### src/rtl/word_stack.sv
// rtl/word_stack.sv - word-wide calculator stack, entry 0 is TOS; WORD_STACK_GUARD_EN enables the sticky err guard
module word_stack #(
  parameter int WIDTH = 8,
  parameter int DEPTH = 8
) (
  input  logic                       clk,
  input  logic                       rst,
  input  logic [2:0]                 mode,
  input  logic [WIDTH-1:0]           d,
  output logic [WIDTH-1:0]           tos,
  output logic [WIDTH-1:0]           nos,
  output logic [$clog2(DEPTH+1)-1:0] count,
  output logic                       empty,
  output logic                       full,
  output logic                       err
);
  localparam int CW = $clog2(DEPTH+1);
`ifdef WORD_STACK_GUARD_EN
  localparam bit GUARD = 1'b1;
`else
  localparam bit GUARD = 1'b0;
`endif

  typedef enum logic [2:0] {
    OP_IDLE  = 3'b000,
    OP_PUSH  = 3'b001,
    OP_POP   = 3'b010,
    OP_SWAP  = 3'b011,
    OP_DUP   = 3'b100,
    OP_OVER  = 3'b101,
    OP_ROT   = 3'b110,
    OP_RESET = 3'b111
  } op_e;

  op_e              op;
  logic [WIDTH-1:0] mem    [DEPTH];
  logic [WIDTH-1:0] mem_nx [DEPTH];
  logic [CW-1:0]    count_q;
  logic [CW-1:0]    count_nx;
  logic             illegal;

  assign op    = op_e'(mode);
  assign empty = (count_q == '0);
  assign full  = (count_q == CW'(DEPTH));
  assign count = count_q;
  assign tos   = mem[0];
  assign nos   = mem[1];

  always_comb begin
    illegal = 1'b0;
    case (op)
      OP_PUSH: illegal = full;
      OP_POP:  illegal = empty;
      OP_SWAP: illegal = (count_q < CW'(2));
      OP_DUP:  illegal = empty || full;
      OP_OVER: illegal = (count_q < CW'(2)) || full;
      OP_ROT:  illegal = (count_q < CW'(3));
      default: illegal = 1'b0;
    endcase
  end

  always_comb begin
    mem_nx   = mem;
    count_nx = count_q;
    if (!(illegal && GUARD)) begin
      case (op)
        OP_PUSH, OP_DUP, OP_OVER: begin
          for (int i = DEPTH - 1; i > 0; i--) mem_nx[i] = mem[i-1];
          if (op == OP_PUSH)     mem_nx[0] = d;
          else if (op == OP_DUP) mem_nx[0] = mem[0];
          else                   mem_nx[0] = mem[1];
          if (!full) count_nx = count_q + CW'(1);
        end
        OP_POP: begin
          if (!empty) begin
            for (int i = 0; i < DEPTH - 1; i++) mem_nx[i] = mem[i+1];
            mem_nx[DEPTH-1] = '0;
            count_nx = count_q - CW'(1);
          end
        end
        OP_SWAP: begin
          mem_nx[0] = mem[1];
          mem_nx[1] = mem[0];
        end
        OP_ROT: begin
          mem_nx[0] = mem[2];
          mem_nx[1] = mem[0];
          mem_nx[2] = mem[1];
        end
        OP_RESET: begin
          for (int i = 0; i < DEPTH; i++) mem_nx[i] = '0;
          count_nx = '0;
        end
        default: ;
      endcase
    end
    // Short-stack SWAP/ROT would leak data above count; keep unused slots zero.
    for (int i = 0; i < DEPTH; i++) begin
      if (CW'(i) >= count_nx) mem_nx[i] = '0;
    end
  end

  always_ff @(posedge clk) begin
    if (rst) begin
      for (int i = 0; i < DEPTH; i++) mem[i] <= '0;
      count_q <= '0;
    end else begin
      for (int i = 0; i < DEPTH; i++) mem[i] <= mem_nx[i];
      count_q <= count_nx;
    end
  end

`ifdef WORD_STACK_GUARD_EN
  logic err_q;
  always_ff @(posedge clk) begin
    if (rst || op == OP_RESET) err_q <= 1'b0;
    else if (illegal)          err_q <= 1'b1;
  end
  assign err = err_q;
`else
  assign err = 1'b0;
`endif

endmodule

### config.mk
export PLATFORM = sky130hd
export DESIGN_NAME = word_stack
export DESIGN_NICKNAME = d
export VERILOG_FILES = /design/src/rtl/word_stack.sv
export SDC_FILE = /design/constraint.sdc
export NUM_CORES = 1
export LEC_CHECK = 0
export CAP_MARGIN = 40
export CORE_MARGIN = 2
export CORE_UTILIZATION = 53
export CTS_BUF_LIST = sky130_fd_sc_hd__clkbuf_4
export CTS_CLUSTER_SIZE = 16
export DETAILED_ROUTE_END_ITERATION = 12
export PLACE_DENSITY = 0.88
export RECOVER_POWER = 50
export SLEW_MARGIN = 10
export SYNTH_ARGS = -nofsm -noshare
export SYNTH_HDL_FRONTEND = slang
export SYNTH_SLANG_ARGS = --single-unit
### constraint.sdc
create_clock -name clk -period 2.6 [get_ports clk]
set_clock_uncertainty 0.2 [all_clocks]
set_input_delay 0.52 -clock clk [delete_from_list [all_inputs] [get_ports clk]]
set_output_delay 0.52 -clock clk [all_outputs]
set_load 0.01 [all_outputs]
---- After elaboration in Yosys (flattened, before gate mapping) ----
Index checks and enable logic that the tools add are counted.
W data, S select, Z words.
word-level totals
  flip-flop bits (word level) ............. 68
  latch bits .............................. 0
  memory bits (writable) .................. 0
  bits in read-only memories .............. 0
  input bits .............................. 13
  output and inout port bits .............. 23
  word-level logic and storage cells ...... 56
  memories kept ........................... 0
cells by class
  add/subtract/negate cells ............... 2
  multipliers ............................. 0
  divide/modulo/power cells ............... 0
  $lt $le $gt $ge ......................... 8
  eq/ne operators ......................... 10
  shift operators ......................... 0
  mux-type cells .......................... 9
  bitwise gates (word level) .............. 0
  reductions and logical operators ........ 18
operator list
  operator               count
  $pmux W40 S3           1
  $pmux W16 S5           1
  $mux W64               1
  $pmux W8 S3            1
  $ge A3 B4 Y1 const A   4
  $mux W8                2
  $reduce_or A2 Y1       8
  $eq A3 B3 Y1 const B   4
  $pmux W4 S3            1
  $ge A1 B4 Y1 const A   2
  $ge A2 B4 Y1 const A   2
  $mux W4                2
  $eq A3 B2 Y1 const B   2
  $reduce_and A2 Y1      3
  $reduce_bool A3 Y1     2
  $reduce_bool A5 Y1     1
  $add A4 B1 Y4 const B  1
  $eq A4 B4 Y1 const B   1
  $logic_not A4 Y1       1
  $reduce_or A4 Y1       1
  $sub A4 B1 Y4 const B  1
  $eq A3 B1 Y1 const B   1
  $ne A3 B3 Y1 const B   1
  $reduce_and A3 Y1      1
  2 further kinds        2

---- Depth between registers and ports, before layout ----
Gate-level depths: netlist of the first run.
  depth in word-level cells ............... 5
  gate-level depth with buffers ........... 10
  gate-level depth less buffers ........... 9

---- Worst setup path before layout of the first run ----
Ideal clock, no wire load.
  path type ............................... reg-to-reg
  start point ............................. register count_q[0] (netlist: count[0])
  end point ............................... register mem (netlist bit tos[1])
  library setup time ...................... 0.116 ns
  data arrival time ....................... 2.266 ns
  path slack .............................. 0.017 ns
  cell stages (with the launch flop) ...... 10
  period minus slack after synthesis ...... 2.583 ns
  path through ............................ dfxtp_1 inv_1 ha_1 or3b_1 buf_2 nand2_2 o2bb2ai_2 a32oi_4 o41a_2 o211a_1
between the ends
  longest elaborated chain between the ends .. 5
  elaborated cells between the ends (all ways) .. 11
  classes of those cells .................. add/sub (2); order compare (1); eq/ne (2); mux (3); reduce/logical (3)
RTL lines
  what                                   line    text
  start, declared                        38      logic [CW-1:0] count_q;
  start signal, assigned                 109     count_q <= count_nx;
  $sub A4 B1 Y4 (tied with other cells)  78      count_nx = count_q - CW'(1);
  $mux W4 (on tied branches)             75, 72
  $pmux W4 S3                            66      case (op)
  $ge A1 B4 Y1                           99      if (CW'(i) >= count_nx) mem_nx[i] = '0;
  $reduce_or A2 Y1 (no source line)      n/a
  end, declared                          36      logic [WIDTH-1:0] mem [DEPTH];
Several ways; a longest one is shown, not always the timed one.
A chain may end at the register's enable or synchronous reset.

---- Worst setup path after layout of the first run ----
  start point ............................. input mode[2]
  end point ............................... register mem[47] (netlist name)
between the ends
  longest elaborated chain between the ends .. 5
  elaborated cells between the ends (all ways) .. 15
  classes of those cells .................. order compare (1); eq/ne (7); mux (2); reduce/logical (5)
RTL lines
  what                                                 line  text
  start, declared                                      8     input logic [2:0] mode,
  $eq A3 B1 Y1 / $eq A3 B3 Y1 (equally long branches)  n/a
  $reduce_or A3 Y1                                     66
  $pmux W4 S3                                          66
  $ge A2 B4 Y1                                         99
  $reduce_or A2 Y1 (no source line)                    n/a
Several ways; a longest one is shown, not always the timed one.

==> metrics.md, run 1 <==
| Metric | Value |
|---|---|
| Category of the critical setup timing path | in -> reg |
| Vias in the first global route | about 3600 |
| Share of synthesized registers carrying an async set or reset | 0% |
| Residual overflow from global routing | 0 |
| Total I/O pin count | 36 |
| Slowest stage delay, CP | 470 ps |
| Per-cell via count in the routed design | 6.80 |
| Max-slew violation total from the final report | 0 |
| Chip Width | 86.3 um |
| Number of levels in the clock H-tree | 3 |
| Final-stage net count | 512 |
| Least-Margin Pin Slew | 633 ps |
| Drt drc | 0 |
| Quantity of I/O buffers inserted on ports | 34 |
| Worst slew margin relative to its limit | 57.7% |
| Diodes inserted | 0 |
| Critical-path maximum fanout | 8 |
| # rows | 29 |
| Core Area | 6460 um2 |
| Overall fraction of global-route tracks in use | between 20 and 30% |
| Antenna violation net count after detailed routing | 0 |
| WL per Instance | 18.7 um |
| Insertion delay of the later-clocked pin in the worst-skew pair | 420 ps |
| Setup slack of the worst register-to-register path | 60 ps |
| Number of cells in the design after placement | 563 |
| Maximum number of pins on one net before global-route repair | 36 |
| Type of the tightest min-delay check | reg -> reg |
| Share of the core filled with cells in the final layout | 69.0% |
| Synth Register Bits | 68 |
| HPWL after DPL | 7430 um |
| Status | finished, final reports clean |
| Final hold violation count | 0 |
| Required arrival time at the worst endpoint | 2730 ps |
| Worst reg-to-reg path cell count | 9 |
| Most frequent cell on the critical path | sky130_fd_sc_hd__buf_4 |
| Endpoint class of the critical path | register |
| Routability cong. | 0.885 |
| Period utilisation layout | 99.1% |
| Areal power density over the cells | 535 nW/um2 |
| Net count of the mapped netlist | between 400 and 500 |
| Count of flip-flops with a built-in enable after synthesis | 0 |
| Area of the die | roughly 7400 um2 |
| First-pass GRT wire length | 17100 um |
| TritonCTS clock tree | done |
| Worst VDD drop | 0.272 mV |
| Library cell contributing the largest single delay on the critical path | sky130_fd_sc_hd__clkdlybuf4s50_1 |
| Layout cells sized above 1 | 20.3% |
| Count of warnings emitted by yosys | 0 |
| Antenna violations before repair | 0 |
| Detailed Route Iter0 Violations | 620 |
| Maximum operating frequency | ~390 MHz |
| Cell chain of the critical path | clkdlybuf4s50_1, buf_4, nor3b_4, nand2_2, or2_1, a32oi_4, buf_4, a211oi_2, buf_4, nor3_1 |
| Number of buffers created by CTS | 9 |
| Total Routed Length | 10800 um |
| Number of non-filler instances in the completed layout | 579 |
| # hold bufs at CTS | 0 |
| Leakage power | 1.68 nW |
| Number of endpoints failing setup at the final stage | 0 |
| First-pass detailed-route iteration total | 5 |
| Unrepaired setup endpoints after global routing | true |
| Post-synthesis sequential area ratio | 37.9% |
| Root buffer selected by CTS | sky130_fd_sc_hd__clkbuf_4 |
| Cell area after synthesis | 3590 um2 |
| Primary flip-flop cell chosen by synthesis mapping | sky130_fd_sc_hd__dfxtp_1 |
| Max-cap violations | 0 |
| Crit path capture | mem[47]$_SDFFE_PP0P_ |
| Crit Reg-Reg Startpoint | count[1]$_SDFF_PP0_ |
| Clock transition at the registers of the reported paths | 110 ps |
| Fill count | 489 |
| Terminus of the critical flop-to-flop path | tos[6]$_SDFFE_PP0P_ |
| Total negative slack for setup checks | 0 ps |
| Count of mapped cells out of synthesis | between 400 and 500 |
| CP Launch Type | input port |
| Launch point of the critical path | mode[2] |
| Tmin final | about 2600 ps |
| Clock Tree Buf Depth | 2 |
| Sinks on Clock Net | 68 |
| Post-layout power | 0.00238 W |
| Overall die height | 86.3 um |
| Post-synthesis area per instance | 8.27 um2 |
| Area Overhead vs Synth | 24.2% |
| Synth unique cells | 50 |
| Via total after detailed routing | 3939 |
| Initial Util | between 50% and 60% |
| Arrival time worst endpoint | 2710 ps |
## critical path, delay by kind of cell
kind	cells	cell delay, ps
buf+inv	4	1020
simple gates	4	870
compound gates	2	320
## cells in the final DEF, fill, tap and decap left out, types with 3 or more instances in the layout
| cell type | n |
|---|---|
| sky130_fd_sc_hd__nor2_1 | 40 |
| sky130_fd_sc_hd__o211ai_1 | 17 |
| sky130_fd_sc_hd__a21oi_1 | 19 |
| sky130_fd_sc_hd__nor3_1 | 43 |
| sky130_fd_sc_hd__clkinv_2 | 4 |
| sky130_fd_sc_hd__a221oi_1 | 16 |
| sky130_fd_sc_hd__buf_4 | 63 |
| sky130_fd_sc_hd__o21ai_1 | 4 |
| sky130_fd_sc_hd__buf_12 | 3 |
| sky130_fd_sc_hd__inv_1 | 8 |
| sky130_fd_sc_hd__nand2_1 | 23 |
| sky130_fd_sc_hd__o211a_1 | 8 |
| sky130_fd_sc_hd__o21ai_2 | 4 |
| sky130_fd_sc_hd__dfxtp_1 | 68 |
| sky130_fd_sc_hd__nand3_1 | 11 |
| sky130_fd_sc_hd__clkbuf_4 | 10 |
| sky130_fd_sc_hd__a211oi_1 | 9 |
| sky130_fd_sc_hd__a22oi_1 | 33 |
| sky130_fd_sc_hd__clkdlybuf4s50_1 | 32 |
| sky130_fd_sc_hd__o221ai_1 | 9 |
| sky130_fd_sc_hd__a221o_1 | 8 |
| sky130_fd_sc_hd__nand2b_1 | 3 |
| sky130_fd_sc_hd__a31oi_1 | 4 |
| sky130_fd_sc_hd__o21ai_0 | 25 |
## metrics by stage
| step | setup WS, ps | cell area (um2) | hold WS (ps) |
|---|---|---|---|
| 6_report | 22.8 | 4460 | 259 |
| 3_5_place_dp | -364 | 4310 | 246 |
| 5_1_grt | -21.3 | 4460 | 283 |
| 2_1_floorplan | 17.4 | 3590 | 232 |
| 3_3_place_gp | -308 | 4310 | 239 |
| 4_1_cts | 22.8 | 4420 | 260 |
## what timing repair did
item,in CTS,in global routing
pin swaps,0,1
endpoints found under the hold margin,0,0
endpoints found under the setup margin,9,51
gates resized for setup,2,12
setup buffers,0,0
## synth_stat cells (2+ instances only)
| cell type | n | share of area [%] |
|---|---|---|
| sky130_fd_sc_hd__a211oi_1 | 10 | 2.1 |
| sky130_fd_sc_hd__a21oi_1 | 19 | 2.7 |
| sky130_fd_sc_hd__a221o_1 | 8 | 2.2 |
| sky130_fd_sc_hd__a221oi_1 | 16 | 3.9 |
| sky130_fd_sc_hd__a22oi_1 | 33 | 6.9 |
| sky130_fd_sc_hd__a31oi_1 | 4 | 0.70 |
| sky130_fd_sc_hd__buf_1 | 5 | 0.52 |
| sky130_fd_sc_hd__buf_2 | 8 | 1.1 |
| sky130_fd_sc_hd__buf_4 | 17 | 3.6 |
| sky130_fd_sc_hd__clkbuf_1 | 18 | 1.9 |
| sky130_fd_sc_hd__dfxtp_1 | 68 | 38 |
| sky130_fd_sc_hd__ha_1 | 2 | 0.70 |
| sky130_fd_sc_hd__inv_1 | 8 | 0.84 |
| sky130_fd_sc_hd__nand2_1 | 23 | 2.4 |
| sky130_fd_sc_hd__nand2b_1 | 3 | 0.52 |
| sky130_fd_sc_hd__nand3_1 | 11 | 1.5 |
| sky130_fd_sc_hd__nand3b_1 | 2 | 0.42 |
| sky130_fd_sc_hd__nor2_1 | 40 | 4.2 |
| sky130_fd_sc_hd__nor2_2 | 2 | 0.35 |
| sky130_fd_sc_hd__nor2b_1 | 2 | 0.35 |
| sky130_fd_sc_hd__nor3_1 | 43 | 6.0 |
| sky130_fd_sc_hd__o211a_1 | 8 | 2.2 |
| sky130_fd_sc_hd__o211ai_1 | 17 | 3.6 |
| sky130_fd_sc_hd__o21a_1 | 2 | 0.42 |
| sky130_fd_sc_hd__o21ai_0 | 27 | 3.8 |
| sky130_fd_sc_hd__o21ai_1 | 6 | 0.84 |
| sky130_fd_sc_hd__o221ai_1 | 9 | 2.2 |
## power breakdown
group	total (W)	internal, W	switching [W]
Sequential	0.00113	0.00108	0.0000429
Combinational	0.000686	0.000309	0.000377
Clock	0.000570	0.000197	0.000373
Total	0.00238	0.00159	0.000793
## layout make-up
type                    count  area [um2]  share of cell area (%)
inverters                   9        33.8                   0.758
clock buffers              10        75.1                    1.68
well taps                  77        96.3                    2.16
flip-flops and latches     68        1360                    30.5
clock inverters             6        31.3                   0.702
repair buffers            100         871                    19.5
multi-input cells         309        1990                    44.6
## worst min path at each step
stage	startpoint	endpoint	slack, ps	cells after the start
global placement	mem[3]$_SDFFE_PP0P_	mem[3]$_SDFFE_PP0P_	240	2
CTS	mem[3]$_SDFFE_PP0P_	mem[3]$_SDFFE_PP0P_	260	2
detailed placement	mem[3]$_SDFFE_PP0P_	mem[3]$_SDFFE_PP0P_	250	2
finish	mem[3]$_SDFFE_PP0P_	mem[3]$_SDFFE_PP0P_	260	2
global route	mem[3]$_SDFFE_PP0P_	mem[3]$_SDFFE_PP0P_	280	2
floorplan	mem[0]$_SDFFE_PP0P_	mem[0]$_SDFFE_PP0P_	230	2
## sequential cells by signal (all words and copies together), names as in the netlist
register,flops
mem,48
nos,8
count,4
tos,8
## cells by family (layout without fill, tap and decap cells)
family | count (synthesis) | count (layout) | share of synthesized area, %
buffers and inverters | 57 | 125 | 8.02
AO/OA/AOI/OAI | 168 | 168 | 34.6
adder cells (fa/ha/maj) | 2 | 2 | 0.697
XOR/XNOR | 1 | 1 | 0.454
AND/OR/NAND/NOR | 137 | 137 | 18.1
flip-flops | 68 | 68 | 37.9
other | 1 | 1 | 0.105
## per-layer routing
metal  vias to the layer above  global-route usage (%)  routed length [um]
li1                       1782                       -                   -
met2                       257                    49.4                5330
met5                         -                       0                   0
met1                      1831                    35.8                4200
met4                         0                    11.2                 435
met3                        69                    6.19                 873
No activity file was read; power rests on OpenSTA's default activity.
==> run 2, diff against run 1 <==
--- a/config.mk
+++ b/config.mk
@@ -7,11 +7,11 @@
 export LEC_CHECK = 0
 export CAP_MARGIN = 40
 export CORE_MARGIN = 2
-export CORE_UTILIZATION = 53
+export CORE_UTILIZATION = 59
 export CTS_BUF_LIST = sky130_fd_sc_hd__clkbuf_4
-export CTS_CLUSTER_SIZE = 16
+export CTS_CLUSTER_SIZE = 30
 export DETAILED_ROUTE_END_ITERATION = 12
-export PLACE_DENSITY = 0.88
+export PLACE_DENSITY = 0.92
 export RECOVER_POWER = 50
 export SLEW_MARGIN = 10
 export SYNTH_ARGS = -nofsm -noshare
==> constraint.sdc (replaced) <==
create_clock -name clk -period 2.75 [get_ports clk]
set_clock_uncertainty 0.2 [all_clocks]
set_input_delay 0.55 -clock clk [delete_from_list [all_inputs] [get_ports clk]]
set_output_delay 0.55 -clock clk [all_outputs]
set_load 0.01 [all_outputs]
==> metrics.md, run 2 (same netlist as run 1, synthesis figures left out) <==
| Metric | Value |
|---|---|
| Clk network pwr share | 33.7% (was 23.9%) |
| Clock Tree Buf Depth | 2 (unchanged) |
| Crit Reg-Reg Startpoint | count[1]$_SDFF_PP0_ (unchanged) |
| Library cell contributing the largest single delay on the critical path | sky130_fd_sc_hd__o41a_4 (was sky130_fd_sc_hd__clkdlybuf4s50_1) |
| Terminus of the critical flop-to-flop path | tos[3]$_SDFFE_PP0P_ (was tos[6]$_SDFFE_PP0P_) |
| Drt drc | 0 (unchanged) |
| Diodes inserted | 0 (unchanged) |
| First-pass detailed-route iteration total | 5 (unchanged) |
| Fill count | 379 (was 489) |
| Chip Width | 82.0 um (was 86.3 um) |
| Sw Pwr | 0.000789 W (was 0.000793 W) |
| Vias in the first global route | 3613 (was 3572) |
| HPWL after DPL | 7270 um (was 7430 um) |
| Internal power | 0.00176 W (was 0.00159 W) |
| Period utilisation layout | between 90% and 100% |
| Status | finished, final reports clean (unchanged) |
| Area of the die | 6720 um2 (was 7440 um2) |
| Max-cap violations | 0 (unchanged) |
| Unrepaired setup endpoints after global routing | true (unchanged) |
| Cell type group with the largest total delay on the critical path | compound AO/OA/AOI/OAI gates (was buffers and inverters) |
| Sequential cell fraction of total power | 41.9% (was 47.3%) |
| Critical-path maximum fanout | 8 (unchanged) |
| Antenna violations before repair | 0 (unchanged) |
| Clock transition at the registers of the reported paths | 120 ps (was 110 ps) |
| Max reg flops | 48 (unchanged) |
| Per-cell via count in the routed design | 6.97 (was 6.80) |
| Maximum operating frequency | 368 MHz |
| Setup slack of the worst register-to-register path | 30 ps (was 60 ps) |
| Top library cells by usage in the layout, fill and taps aside | sky130_fd_sc_hd__dfxtp_1 (68), sky130_fd_sc_hd__buf_4 (55), sky130_fd_sc_hd__nor3_1 (43), sky130_fd_sc_hd__nor2_1 (40) (was sky130_fd_sc_hd__dfxtp_1 (68), sky130_fd_sc_hd__buf_4 (63), sky130_fd_sc_hd__nor3_1 (43), sky130_fd_sc_hd__nor2_1 (40), sky130_fd_sc_hd__a22oi_1 (33)) |
| Met3 track demand over resource | 5.93% (was 6.19%) |
| Worst Path Buf+Inv | 2 (was 4) |
| TritonCTS clock tree | done (unchanged) |
| Leakage power | 1.63 nW (was 1.68 nW) |
| Required arrival time at the worst endpoint | 2880 ps (was 2730 ps) |
| Overall fraction of global-route tracks in use | 32.6% (was 28.9%) |
| Initial Util | 60.9% (was 55.5%) |
| Least-Margin Pin Slew | 860 ps (was 633 ps) |
| Type of the tightest min-delay check | reg -> reg (unchanged) |
| Capture endpoint of the worst hold path | mem[5]$_SDFFE_PP0P_ (was mem[3]$_SDFFE_PP0P_) |
| Combinational share of power | 24.4% (was 28.8%) |
| Arrival time worst endpoint | 2850 ps (was 2710 ps) |
| Cell chain of the critical path | inv_1, ha_2, or3b_4, buf_4, nand2_2, o2bb2ai_2, a32oi_4, o41a_4, o211a_1 (was clkdlybuf4s50_1, buf_4, nor3b_4, nand2_2, or2_1, a32oi_4, buf_4, a211oi_2, buf_4, nor3_1) |
| Via total after detailed routing | 3952 (was 3939) |
| Layout cells sized above 1 | 18.5% (was 20.3%) |
| Worst reg-to-reg path cell count | 9 (unchanged) |
| Setup slack after placement | -230 ps (was -364 ps) |
| WL per Instance | 19.0 um (was 18.7 um) |
| Share of the core filled with cells in the final layout | 75.4% (was 69.0%) |
| Area Overhead vs Synth | 23.7% (was 24.2%) |
| # rows | 28 (was 29) |
| Maximum number of pins on one net before global-route repair | 49 (was 36) |
| Max-slew violation total from the final report | 0 (unchanged) |
| Met2 demand-to-capacity share in global routing | 54.6% (was 49.4%) |
| Core Area | 5890 um2 (was 6460 um2) |
| Overall die height | 82.0 um (was 86.3 um) |
| Root buffer selected by CTS | sky130_fd_sc_hd__clkbuf_4 (unchanged) |
| Detailed Route Iter0 Violations | 510 (was 620) |
| Number of endpoints failing setup at the final stage | 0 (unchanged) |
| Slowest stage delay, CP | 580 ps (was 470 ps) |
| Residual overflow from global routing | 0 (unchanged) |
| Worst VDD drop | 0.472 mV (was 0.272 mV) |
| Register bank with the most flops | mem (unchanged) |
| Endpoint class of the critical path | register (unchanged) |
| Sinks on Clock Net | 68 (unchanged) |
| Category of the critical setup timing path | reg -> reg (was in -> reg) |
| Sequential standard cell area | 1360 um2 (unchanged) |
| Worst slew margin relative to its limit | 42.6% (was 57.7%) |
| Final-stage net count | 502 (was 512) |
| Sw frac | 30.9% (was 33.3%) |
| Global routing usage on met1 | 39.1% (was 35.8%) |
| Total Routed Length | 10800 um (about the same) |
| Number of buffers created by CTS | 9 (unchanged) |
| Number of non-filler instances in the completed layout | 567 (was 579) |
| Worst path setup slack after routing | 34.3 ps (was 22.8 ps) |
| # hold bufs at CTS | 0 (unchanged) |
| Cell depth of the worst min-delay path | 2 (unchanged) |
| Routability cong. | 0.932 (was 0.885) |
| First-pass GRT wire length | 16800 um (was 17100 um) |
| Insertion delay of the later-clocked pin in the worst-skew pair | 450 ps (was 420 ps) |
| Commonest non-fill, non-tap cell in the layout | sky130_fd_sc_hd__dfxtp_1 (unchanged) |
| Final hold violation count | 0 (unchanged) |
| Areal power density over the cells | 575 nW/um2 (was 535 nW/um2) |
| Quantity of I/O buffers inserted on ports | 34 (unchanged) |
| Number of levels in the clock H-tree | 3 (unchanged) |
| Most Used Layer, Global Route | met2 (unchanged) |
| Number of cells in the design after placement | 550 (was 563) |
| Tmin final | 2720 ps |
| Hold wc startpoint | mem[5]$_SDFFE_PP0P_ (was mem[3]$_SDFFE_PP0P_) |
| CP Launch Type | register (was input port) |
| Area used by multi-input combinational logic | 1990 um2 (about the same) |
| Total I/O pin count | 36 (unchanged) |
| Antenna violation net count after detailed routing | 0 (unchanged) |
-- run 2: cell types whose count changed in the layout (fill, tap and decap cells not counted), sizes merged --
cell           delta
buf              -10
bufinv            +3
clkbuf            -2
clkdlybuf4s50     +1
clkinv            -3
dlygate4sd2       +1
dlymetal6s2s      -1
inv               +1
-- run 2: final cells by class --
class,count,share of cell area (%)
Multi-Input combinational cell,309,44.7
Sequential cell,68,30.7
Timing Repair Buffer,90,17.4
Clock inverter,7,2.79
Tap cell,75,2.11
Clock buffer,9,1.52
Inverter,9,0.761
-- run 2: power by group through the flow --
stage	registers [W]	clock network (W)	logic [W]
final	0.00107	0.000859	0.000624
after global routing	0.00107	0.000895	0.000667
after CTS	0.00107	0.000857	0.000595
after detailed placement	0.00109	0	0.000582
after global placement	0.00109	0	0.000556
after floorplan	0.00108	0	0.000361
-- run 2: worst max-delay path by stage --
stage                              startpoint                   end  slack [ps]  cells after the start
after floorplan           count[0]$_SDFF_PP0_   tos[1]$_SDFFE_PP0P_         170                      9
after global placement                mode[2]  mem[41]$_SDFFE_PP0P_        -140                     10
after detailed placement              mode[2]  mem[45]$_SDFFE_PP0P_        -230                     10
after CTS                 count[1]$_SDFF_PP0_   tos[7]$_SDFFE_PP0P_          30                      9
after global routing      count[1]$_SDFF_PP0_                  full          -5                      5
final                     count[1]$_SDFF_PP0_   tos[3]$_SDFFE_PP0P_          30                      9
-- run 2: what timing repair did --
| item | in CTS | in global routing |
|---|---|---|
| endpoints found under the setup margin | 7 | 54 |
| setup buffers | 1 | 0 |
| pin swaps | 0 | 0 |
| resized for setup | 4 | 6 |
-- run 2: routing by layer --
metal / wire, um / vias to the layer above / share of wire, %
li1: - / 1759 / -
met1: 4170 / 1854 / 39
met2: 5260 / 278 / 49
met3: 926 / 61 / 8.6
met4: 431 / 0 / 4.0
met5: 0 / - / 0
-- run 2: stage by stage --
| step | area [um2] | power (W) | hold slack (ps) | TNS, ps |
|---|---|---|---|---|
| 5_1_grt | 4440 | 0.00264 | 296 | -5.28 |
| 3_3_place_gp | 4200 | 0.00164 | 242 | -6310 |
| 6_report | 4440 | 0.00255 | 261 | 0 |
| 4_1_cts | 4400 | 0.00252 | 263 | 0 |
| 3_5_place_dp | 4200 | 0.00167 | 247 | -10260 |
| 2_1_floorplan | 3590 | 0.00144 | 232 | 0 |
-- run 2: worst register-to-register path, cell delays in order, from the launching register on --
cell and delay, ps:
sky130_fd_sc_hd__dfxtp_1 340, sky130_fd_sc_hd__inv_1 110, sky130_fd_sc_hd__ha_2 210, sky130_fd_sc_hd__or3b_4 410, sky130_fd_sc_hd__buf_4 180, sky130_fd_sc_hd__nand2_2 80
sky130_fd_sc_hd__o2bb2ai_2 160, sky130_fd_sc_hd__a32oi_4 190, sky130_fd_sc_hd__o41a_4 580, sky130_fd_sc_hd__o211a_1 160
==> run 3, diff against run 2 <==
--- a/config.mk
+++ b/config.mk
@@ -6,7 +6,6 @@
 export NUM_CORES = 1
 export LEC_CHECK = 0
 export CAP_MARGIN = 40
-export CORE_MARGIN = 2
 export CORE_UTILIZATION = 59
 export CTS_BUF_LIST = sky130_fd_sc_hd__clkbuf_4
 export CTS_CLUSTER_SIZE = 30
==> constraint.sdc (replaced) <==
create_clock -name clk -period 2.5 [get_ports clk]
set_clock_uncertainty 0.2 [all_clocks]
set_input_delay 0.5 -clock clk [delete_from_list [all_inputs] [get_ports clk]]
set_output_delay 0.5 -clock clk [all_outputs]
set_load 0.01 [all_outputs]
==> metrics.md, run 3 (same netlist as run 1, synthesis figures left out) <==
| Metric | Value |
|---|---|
| Chip Width | 80.0 um (was 82.0 um) |
| Core Area | 5890 um2 (unchanged) |
| Type of the tightest min-delay check | reg -> reg (unchanged) |
| Max reg flops | 48 (unchanged) |
| Via total after detailed routing | 4284 (was 3952) |
| Required arrival time at the worst endpoint | 2610 ps (was 2880 ps) |
| Layout cells sized above 1 | 26.9% (was 18.5%) |
| Register bank with the most flops | mem (unchanged) |
| Final Instance Area | 4680 um2 (was 4440 um2) |
| Category of the critical setup timing path | in -> reg (was reg -> reg) |
| Initial Util | 60.9% (unchanged) |
| Arrival time worst endpoint | 3000 ps (was 2850 ps) |
| Post-DP Area | 4260 um2 (was 4200 um2) |
| Vias in the first global route | 3764 (was 3613) |
| Worst VDD drop | 0.409 mV (was 0.472 mV) |
| Launch point of the critical path | mode[0] (was count[1]$_SDFF_PP0_) |
| Tmin final | roughly 2900 ps |
| Area of the die | 6400 um2 (was 6720 um2) |
| Worst slew margin relative to its limit | 52.7% (was 42.6%) |
| Number of non-filler instances in the completed layout | 584 (was 567) |
| Status | complete, but fails checks (was finished, final reports clean) |
| Clock Tree Buf Depth | 2 (unchanged) |
| Share of the core filled with cells in the final layout | 79.6% (was 75.4%) |
| Root buffer selected by CTS | sky130_fd_sc_hd__clkbuf_4 (unchanged) |
| Insertion delay of the later-clocked pin in the worst-skew pair | 420 ps (was 450 ps) |
| Least-Margin Pin Slew | 704 ps (was 860 ps) |
| Maximum operating frequency | 346 MHz |
| Crit Reg-Reg Startpoint | count[1]$_SDFF_PP0_ (unchanged) |
| Total I/O pin count | 36 (unchanged) |
| Antenna violations before repair | 0 (unchanged) |
| Number of levels in the clock H-tree | 3 (unchanged) |
| Final-stage net count | 522 (was 502) |
| Leakage power | 1.73 nW (was 1.63 nW) |
| Max-cap violations | 0 (unchanged) |
| Unrepaired setup endpoints after global routing | true (unchanged) |
| Number of cells in the design after placement | 557 (was 550) |
| Total Routed Length | 13300 um (was 10800 um) |
| Areal power density over the cells | 552 nW/um2 (was 575 nW/um2) |
| Commonest non-fill, non-tap cell in the layout | sky130_fd_sc_hd__buf_4 (was sky130_fd_sc_hd__dfxtp_1) |
| # rows | 28 (unchanged) |
| TritonCTS clock tree | done (unchanged) |
| Period utilisation layout | 116% |
| Overall fraction of global-route tracks in use | 36.8% (was 32.6%) |
| Failing checks | negative setup slack |
| WL per Instance | 22.8 um (was 19.0 um) |
| Number of buffers created by CTS | 9 (unchanged) |
| Residual overflow from global routing | 0 (unchanged) |
| Antenna violation net count after detailed routing | 0 (unchanged) |
| First-pass GRT wire length | 18200 um (was 16800 um) |
| Critical-path maximum fanout | 11 (was 8) |
| Overall die height | 80.0 um (was 82.0 um) |
| Worst path setup slack after routing | -393 ps (was 34.3 ps) |
| Detailed Route Iter0 Violations | 894 (was 510) |
| Final hold violation count | 0 (unchanged) |
| First-pass detailed-route iteration total | 6 (was 5) |
| Routability cong. | 1.00 (was 0.932) |
| Quantity of I/O buffers inserted on ports | 34 (unchanged) |
| Maximum number of pins on one net before global-route repair | 46 (was 49) |
| Per-cell via count in the routed design | 7.34 (was 6.97) |
| Total negative slack for setup checks | -11590 ps (was 0 ps) |
| Max-slew violation total from the final report | 0 (unchanged) |
| Drt drc | 0 (unchanged) |
| CP Launch Type | input port (was register) |
| Endpoint class of the critical path | register (unchanged) |
| Hold wc startpoint | mem[7]$_SDFFE_PP0P_ (was mem[5]$_SDFFE_PP0P_) |
| Area Overhead vs Synth | 30.6% (was 23.7%) |
| Sinks on Clock Net | 68 (unchanged) |
| Clock transition at the registers of the reported paths | 110 ps (was 120 ps) |
| HPWL after DPL | 7700 um (was 7270 um) |
| Top library cells by usage in the layout, fill and taps aside | sky130_fd_sc_hd__buf_4 (70), sky130_fd_sc_hd__dfxtp_1 (65), sky130_fd_sc_hd__nor2_1 (39), sky130_fd_sc_hd__nor3_1 (39), sky130_fd_sc_hd__a22oi_1 (33) (was sky130_fd_sc_hd__dfxtp_1 (68), sky130_fd_sc_hd__buf_4 (55), sky130_fd_sc_hd__nor3_1 (43), sky130_fd_sc_hd__nor2_1 (40)) |
| Diodes inserted | 0 (unchanged) |
| Number of endpoints failing setup at the final stage | 53 (was 0) |
[run 3: repair_timing]
item                       4_1_cts  5_1_grt
hold buffers                     0        0
setup endpoints to repair       63       65
setup buffers                    4       10
resized for setup               15       41
pin swaps                        4       10
[run 3: worst max-delay path, stage by stage]
cell	delay, ps
sky130_fd_sc_hd__clkdlybuf4s50_1	440
sky130_fd_sc_hd__buf_4	190
sky130_fd_sc_hd__buf_4	200
sky130_fd_sc_hd__o2111ai_1	510
sky130_fd_sc_hd__nand3_1	230
sky130_fd_sc_hd__a21o_1	230
sky130_fd_sc_hd__o41a_4	540
sky130_fd_sc_hd__o211a_1	150
[run 3: power breakdown]
part | switching (W) | internal (W) | leakage [nW] | total [W]
clock network | 0.000376 | 0.000196 | 0.0540 | 0.000572
registers | 0.0000533 | 0.00113 | 0.552 | 0.00118
logic | 0.000469 | 0.000362 | 1.13 | 0.000831
[run 3: final timing paths]
path,endpoint,slack (ps),depth (start not counted)
setup / recovery,tos[2]$_SDFFE_PP0P_,-390,8
hold reg to reg,mem[7]$_SDFFE_PP0P_,260,2
setup reg to reg,tos[5]$_SDFFE_PP0P_,-260,8
hold / removal,mem[7]$_SDFFE_PP0P_,260,2
[run 3: through the flow]
step           total power [W]  setup WS (ps)  hold slack, ps
2_1_floorplan          0.00159          0.982             232
3_3_place_gp           0.00183           -335             244
3_5_place_dp           0.00186           -424             246
4_1_cts                0.00243          -5.47             262
5_1_grt                0.00268           -591             290
6_report               0.00259           -393             264
[run 3: cell type report]
type	instances	area, um2
multi-input combinational	309	2150
clock buffer	10	75.1
sequential	68	1370
fill	322	1200
tap	75	93.8
inverter	9	36.3
timing repair buffer	110	945
clock inverter	3	17.5
[run 3: per-layer routing]
layer	track usage (%)	up-vias	wire length (um)
li1	-	1788	-
met2	60.3	405	6210
met3	9.26	122	1440
met5	0	-	29
met4	16.8	2	940
met1	45.2	1967	4680
